**config.mk**
```make
export PLATFORM = sky130hd
export DESIGN_NAME = gauss_win_ctrl
export DESIGN_NICKNAME = d
export VERILOG_FILES = /design/src/rtl/gauss_pkg.sv /design/src/rtl/gauss_pos_cnt.sv /design/src/rtl/gauss_win_ctrl.sv
export SDC_FILE = /design/constraint.sdc
export NUM_CORES = 1
export LEC_CHECK = 0
export BUFFER_PORTS_ARGS = -buffer_cell sky130_fd_sc_hd__buf_2
export CAP_MARGIN = 10
export CORE_MARGIN = 2
export CORE_UTILIZATION = 52
export DETAILED_ROUTE_END_ITERATION = 10
export PLACE_DENSITY_LB_ADDON = 0.15
export SLEW_MARGIN = 30
export SYNTH_ARGS = -nofsm -noshare
export SYNTH_HDL_FRONTEND = slang
export SYNTH_HIERARCHICAL = 1
export SYNTH_SLANG_ARGS = --single-unit
```
**constraint.sdc**
```tcl
create_clock -name clk -period 2.1 [get_ports clk]
set_clock_uncertainty 0.05 [all_clocks]
set_input_delay 0.21 -clock clk [delete_from_list [all_inputs] [get_ports clk]]
set_output_delay 0.21 -clock clk [all_outputs]
set_load 0.02 [all_outputs]
```
**src/rtl/gauss_pkg.sv**
```systemverilog
// rtl/gauss_pkg.sv - shared state type, default geometry and coordinate width helpers
package gauss_pkg;

    localparam int GAUSS_IMG_W = 160;
    localparam int GAUSS_IMG_H = 120;
    localparam int GAUSS_KSIZE = 5;

    typedef enum logic [1:0] {
        IDLE = 2'd0,
        FILL = 2'd1,
        RUN  = 2'd2,
        DONE = 2'd3
    } gauss_state_e;

    function automatic int col_w(input int img_w);
        return (img_w > 1) ? $clog2(img_w) : 1;
    endfunction

    function automatic int row_w(input int img_h);
        return (img_h > 1) ? $clog2(img_h) : 1;
    endfunction

endpackage

```
**src/rtl/gauss_pos_cnt.sv**
```systemverilog
// rtl/gauss_pos_cnt.sv - wrapping col/row position counter; clear+inc together restarts at (row 0, col 1)
module gauss_pos_cnt
    import gauss_pkg::*;
#(
    parameter int IMG_W = GAUSS_IMG_W,
    parameter int IMG_H = GAUSS_IMG_H,
    localparam int CW = col_w(IMG_W),
    localparam int RW = row_w(IMG_H)
) (
    input  logic          clk,
    input  logic          rst,
    input  logic          clear,
    input  logic          inc,
    output logic [CW-1:0] col,
    output logic [RW-1:0] row,
    output logic          last_col,
    output logic          last_pix
);

    localparam logic [CW-1:0] COL_MAX = CW'(IMG_W - 1);
    localparam logic [RW-1:0] ROW_MAX = RW'(IMG_H - 1);

    logic [CW-1:0] col_q, col_d;
    logic [RW-1:0] row_q, row_d;

    always_comb begin
        col_d = col_q;
        row_d = row_q;
        if (clear) begin
            // The pixel accepted alongside a clear is (0,0); the counter points at the next one.
            col_d = inc ? CW'(1) : '0;
            row_d = '0;
        end else if (inc) begin
            if (col_q == COL_MAX) begin
                col_d = '0;
                row_d = (row_q == ROW_MAX) ? '0 : row_q + RW'(1);
            end else begin
                col_d = col_q + CW'(1);
            end
        end
    end

    always_ff @(posedge clk) begin
        if (rst) begin
            col_q <= '0;
            row_q <= '0;
        end else begin
            col_q <= col_d;
            row_q <= row_d;
        end
    end

    assign col      = col_q;
    assign row      = row_q;
    assign last_col = (col_q == COL_MAX);
    assign last_pix = (col_q == COL_MAX) && (row_q == ROW_MAX);

endmodule

```
**src/rtl/gauss_win_ctrl.sv**
```systemverilog
// rtl/gauss_win_ctrl.sv - Gaussian window controller; GAUSS_WIN_BACKPRESSURE_EN enables m_ready backpressure
module gauss_win_ctrl
    import gauss_pkg::*;
#(
    parameter int IMG_W = GAUSS_IMG_W,
    parameter int IMG_H = GAUSS_IMG_H,
    parameter int KSIZE = GAUSS_KSIZE,
    localparam int CW = col_w(IMG_W),
    localparam int RW = row_w(IMG_H)
) (
    input  logic          clk,
    input  logic          rst,
    input  logic          s_valid,
    input  logic          s_sof,
    input  logic          m_ready,
    output logic          s_ready,
    output logic          lb_shift_en,
    output logic          win_valid,
    output logic [CW-1:0] ctr_col,
    output logic [RW-1:0] ctr_row,
    output logic          eof,
    output logic          sof_err
);

    localparam int            HALF          = (KSIZE - 1) / 2;
    localparam logic [CW-1:0] HALF_C        = CW'(HALF);
    localparam logic [RW-1:0] HALF_R        = RW'(HALF);
    localparam logic [CW-1:0] WIN_COL_MIN   = CW'(KSIZE - 1);
    localparam logic [RW-1:0] WIN_ROW_MIN   = RW'(KSIZE - 1);
    localparam logic [RW-1:0] FILL_ROW_LAST = RW'(KSIZE - 2);

    gauss_state_e state_q, state_d;

    logic          win_valid_q, win_valid_d;
    logic          eof_q, eof_d;
    logic          sof_err_q, sof_err_d;
    logic [CW-1:0] ctr_col_q, ctr_col_d;
    logic [RW-1:0] ctr_row_q, ctr_row_d;

    logic          acc;
    logic          cnt_clr;
    logic          cnt_inc;
    logic          win_hit;
    logic          last_hit;
    logic          ready_base;
    logic          out_en;

    logic [CW-1:0] col;
    logic [RW-1:0] row;
    logic          last_col;
    logic          last_pix;

`ifdef GAUSS_WIN_BACKPRESSURE_EN
    assign ready_base = m_ready;
    assign out_en     = m_ready;
`else
    logic m_ready_unused;
    assign m_ready_unused = m_ready;
    assign ready_base     = 1'b1;
    assign out_en         = 1'b1;
`endif

    gauss_pos_cnt #(
        .IMG_W (IMG_W),
        .IMG_H (IMG_H)
    ) u_pos_cnt (
        .clk      (clk),
        .rst      (rst),
        .clear    (cnt_clr),
        .inc      (cnt_inc),
        .col      (col),
        .row      (row),
        .last_col (last_col),
        .last_pix (last_pix)
    );

    always_comb begin
        state_d     = state_q;
        s_ready     = 1'b0;
        lb_shift_en = 1'b0;
        cnt_clr     = 1'b0;
        cnt_inc     = 1'b0;
        win_hit     = 1'b0;
        last_hit    = 1'b0;
        sof_err_d   = sof_err_q;

        if (state_q != DONE) begin
            s_ready = ready_base & ~rst;
        end
        acc = s_valid & s_ready;

        case (state_q)
            IDLE: begin
                // Pixels without s_sof are consumed but never reach the line buffers.
                if (acc && s_sof) begin
                    state_d     = FILL;
                    cnt_clr     = 1'b1;
                    cnt_inc     = 1'b1;
                    lb_shift_en = 1'b1;
                end
            end
            FILL, RUN: begin
                if (acc) begin
                    lb_shift_en = 1'b1;
                    if (s_sof) begin
                        sof_err_d = 1'b1;
                        state_d   = FILL;
                        cnt_clr   = 1'b1;
                        cnt_inc   = 1'b1;
                    end else begin
                        cnt_inc = 1'b1;
                        win_hit = (row >= WIN_ROW_MIN) && (col >= WIN_COL_MIN);
                        if (last_pix) begin
                            state_d  = DONE;
                            last_hit = 1'b1;
                        end else if ((state_q == FILL) && (row == FILL_ROW_LAST) && last_col) begin
                            state_d = RUN;
                        end
                    end
                end
            end
            DONE: begin
                state_d = IDLE;
                cnt_clr = 1'b1;
            end
            default: begin
                state_d = IDLE;
            end
        endcase
    end

    // Window outputs only advance when downstream can take them.
    always_comb begin
        win_valid_d = win_valid_q;
        eof_d       = eof_q;
        ctr_col_d   = ctr_col_q;
        ctr_row_d   = ctr_row_q;
        if (out_en) begin
            win_valid_d = win_hit;
            eof_d       = win_hit & last_hit;
            if (win_hit) begin
                ctr_col_d = col - HALF_C;
                ctr_row_d = row - HALF_R;
            end
        end
    end

    always_ff @(posedge clk) begin
        if (rst) begin
            state_q     <= IDLE;
            win_valid_q <= 1'b0;
            eof_q       <= 1'b0;
            sof_err_q   <= 1'b0;
            ctr_col_q   <= '0;
            ctr_row_q   <= '0;
        end else begin
            state_q     <= state_d;
            win_valid_q <= win_valid_d;
            eof_q       <= eof_d;
            sof_err_q   <= sof_err_d;
            ctr_col_q   <= ctr_col_d;
            ctr_row_q   <= ctr_row_d;
        end
    end

    assign win_valid = win_valid_q;
    assign eof       = eof_q;
    assign sof_err   = sof_err_q;
    assign ctr_col   = ctr_col_q;
    assign ctr_row   = ctr_row_q;

endmodule

```
==> summary.txt <==
Outcome
  • Outcome: finished, final reports clean

Detailed routing
  • Via total after detailed routing: 1731
  • 1st-iter DRT viols: 126
  • Drt wl/cell: 15.4 um
  • DR DRC count: 0
  • Antenna-violating nets left: 0
  • Vias/cell: 5.75
  • Pre-antenna DRT Iters: 4
  • Final wirelength: 4.63 mm

Synthesis
  • Ys async rst share: 0%
  • Yosys cell types: 52
  • Synthesized area per cell: 9.73 um2
  • EDFF count, synth: 0
  • Post-synthesis adder-cell area fraction: 4.97%
  • Xor/xnor share of the synthesized area: 7.83%
  • Post-synthesis cell count: 207
  • Mapped Area: 0.00201 mm2
  • Compound-gate portion of the synthesized area: 22.6%
  • Mux share of post-synthesis cell area: 1.06%
  • FF+latch count, synth: 35
  • Main combinational cell family by area after synthesis: simple AND/OR/NAND/NOR gates
  • Simple-gate share of the synthesized area: 22.6%
  • Post-synthesis sequential area ratio: 34.8%
  • Yosys warning count: 6
  • Dominant synthesized flop cell: dfxtp_1
  • Syn Nets: 220

Worst setup path
  • Reg2reg end: state_q[1]
  • Critical path type: reg -> reg
  • CP endpoint kind: flip-flop
  • R2R depth: 7
  • Crit path cell chain: or3b_4 > or2_4 > inv_2 > nand4_1 > or3_1 > a21oi_2 > mux2_4
  • Worst Path Required: 2220 ps
  • Worst path top cell family by delay: simple AND/OR/NAND/NOR gates
  • Data arrival time of the worst path: 2200 ps
  • Reg2reg start: u_pos_cnt/col[7]
  • Worst-path maximum fanout: 2
  • Worst Setup SP: u_pos_cnt/col[7]
  • Critical path startpoint category: flip-flop
  • Buf+Inv Stages, Crit Path: 1
  • Slowest cell on crit path: or3b_4
  • Reg2reg setup slack: 20 ps
  • Slowest stage delay, CP: 370 ps

CTS
  • CTS Buf Count: 5
  • CTS tree: yes
  • CTS clk-pin slew, worst paths: 70 ps
  • Clock Path Buffers: 2
  • Root cell of the clock tree: clkbuf_8
  • Worst skew pair latency: 290 ps
  • Postcts setup bufs: 0
  • H-Tree Depth: 2
  • TritonCTS Sinks: 35

Placed design
  • Detailed placement HPWL: 3.39 mm
  • # port buffers: 23
  • RePlAce Congestion: 0.850

Power and ir drop
  • Leakage: 0.000989 uW
  • Combinational Power Share: 8.3%
  • Overall power: 1380 uW
  • Power density over the cells: 556 mW/mm2
  • Cell-internal power: 1070 uW
  • Reg power frac: 49.0%
  • Switching pwr: 309 uW
  • Maximum vdd drop: 0.470 mV
  • Net Sw Frac: 22.5%
  • Clk pwr share: 42.7%

Floorplan
  • IO Pins: 25
  • Initial Util: 54.6%
  • Row cnt: 22
  • Core area: 0.00369 mm2
  • Total die area: 0.00439 mm2
  • Die Width: 66.2 um
  • Die Span Y: 66.2 um

Final layout
  • Ant diodes: 0
  • NumNets Final: 265
  • Layout cells sized above 1: 40.3%
  • Area taken by multi-input logic gates: 0.00127 mm2
  • Area growth syn-to-layout: 23.1%
  • Most common cell after layout, fill and taps aside: dfxtp_1
  • Most frequent cells in the layout: dfxtp_1, buf_2, buf_4, nor2_1, nand2_1
  • Register Area: 708 um2
  • Layout fillers: 279

GRT
  • Number of global-route vias before repair: 1711
  • First-pass GRT wire length: 7.68 mm
  • Pin count of the biggest net entering global routing: 24
  • Initial antenna violation count: 0
  • Gr ovfl total: 0
  • Tot GR Track Use: 23.0%

Worst hold path
  • Hold Path Class: in -> reg
  • Hold Path Cell Cnt: 3
  • Hold Startpoint: s_valid
  • Worst Hold Endpoint: sof_err

STA
  • Slew Limit Fails: 0
  • RSZ-0062 raised after global routing: yes
  • Part of the cycle the worst path needs: 99.2%
  • Total Neg Setup Slack: 0 ps
  • Tmin final: 2080 ps
  • Fmax: 480 MHz
  • Final-report setup violation count: 0
  • Max-slew headroom: 71.8%
  • Hold slack final: 210 ps
  • Worst Tran Pin Value: 421 ps
  • Final hold viol count: 0

Job
  • Max_cap viols: 0
worst max path at each step:
stage,to,depth (start not counted)
2_1_floorplan,state_q[1],7
3_3_place_gp,state_q[1],7
3_5_place_dp,state_q[1],7
4_1_cts,state_q[1],7
5_1_grt,state_q[1],7
6_report,state_q[1],7
flip-flops by register name, summed over array words and instances (netlist names):
register and cells:
state_q 2, ctr_col 8, ctr_row 7, eof 1, u_pos_cnt/row 7, sof_err 1
win_valid 1, u_pos_cnt/col 8
per-layer routing:
metal  global-route usage [%]  routed length, um  vias to the layer above
met5                        0                  0                        -
met2                     38.8               2210                       57
met4                     10.7                101                        0
li1                         -                  -                      834
met1                     28.2               2080                      829
met3                     4.26                229                       11
area by class of cell:
| class | count | area share [%] |
|---|---|---|
| clock buffers | 7 | 3.08 |
| clock inverters | 1 | 1.21 |
| inverters | 10 | 1.51 |
| multi-input cells | 154 | 51.1 |
| flip-flops and latches | 35 | 28.6 |
| well taps | 48 | 2.42 |
| repair buffers | 46 | 12.1 |
cells by family (layout without fill, tap and decap cells):
family	Yosys count	count (layout)
simple gates	78	78
compound gates	48	48
flops	35	35
xor+xnor	18	18
buf+inv	18	64
fa+ha+maj	8	8
mux	2	2
cell usage after synthesis (4+ instances only):
library cell | n | area, um2
xor2_1 | 10 | 87.6
nand3_1 | 6 | 30.0
a211oi_1 | 4 | 30.0
dfxtp_1 | 35 | 701
ha_1 | 8 | 100
buf_6 | 5 | 56.3
a211oi_2 | 8 | 100
or2_2 | 4 | 25.0
a21oi_1 | 11 | 55.1
nand4_1 | 4 | 25.0
nor2_1 | 23 | 86.3
xnor2_1 | 8 | 70.1
nand2_1 | 12 | 45.0
inv_1 | 10 | 37.5
a21oi_4 | 5 | 81.3
worst min-delay path, delay by kind of cell:
family,cells,cell delay [ps]
compound gates,1,110
buf+inv,1,100
simple gates,1,80
timing repair:
| item | CTS | global route |
|---|---|---|
| gates resized for setup | 1 | 10 |
| endpoints found under the setup margin | 1 | 10 |
| pin swaps | 0 | 3 |
| hold buffers | 0 | 0 |
| gates cloned | 0 | 0 |
power groups by stage:
stage / combinational, uW / clock, uW / sequential, uW
floorplan: 80.5 / 0 / 690
global placement: 107 / 0 / 688
detailed placement: 110 / 0 / 689
CTS: 112 / 599 / 674
global route: 125 / 618 / 675
finish: 115 / 588 / 674
stage by stage:
stage / cells / area, um2 / util (%) / setup slack [ps]
after floorplan: 207 / 2060 / - / -0.565
after global placement: 293 / 2330 / 63.3 / 32.7
after detailed placement: 293 / 2330 / 63.3 / 11.0
after CTS: 301 / 2440 / 66.2 / 9.66
after global routing: 301 / 2480 / 67.2 / -39.6
final: 301 / 2480 / 67.2 / 17.0
No activity file was read; power rests on OpenSTA's default activity.
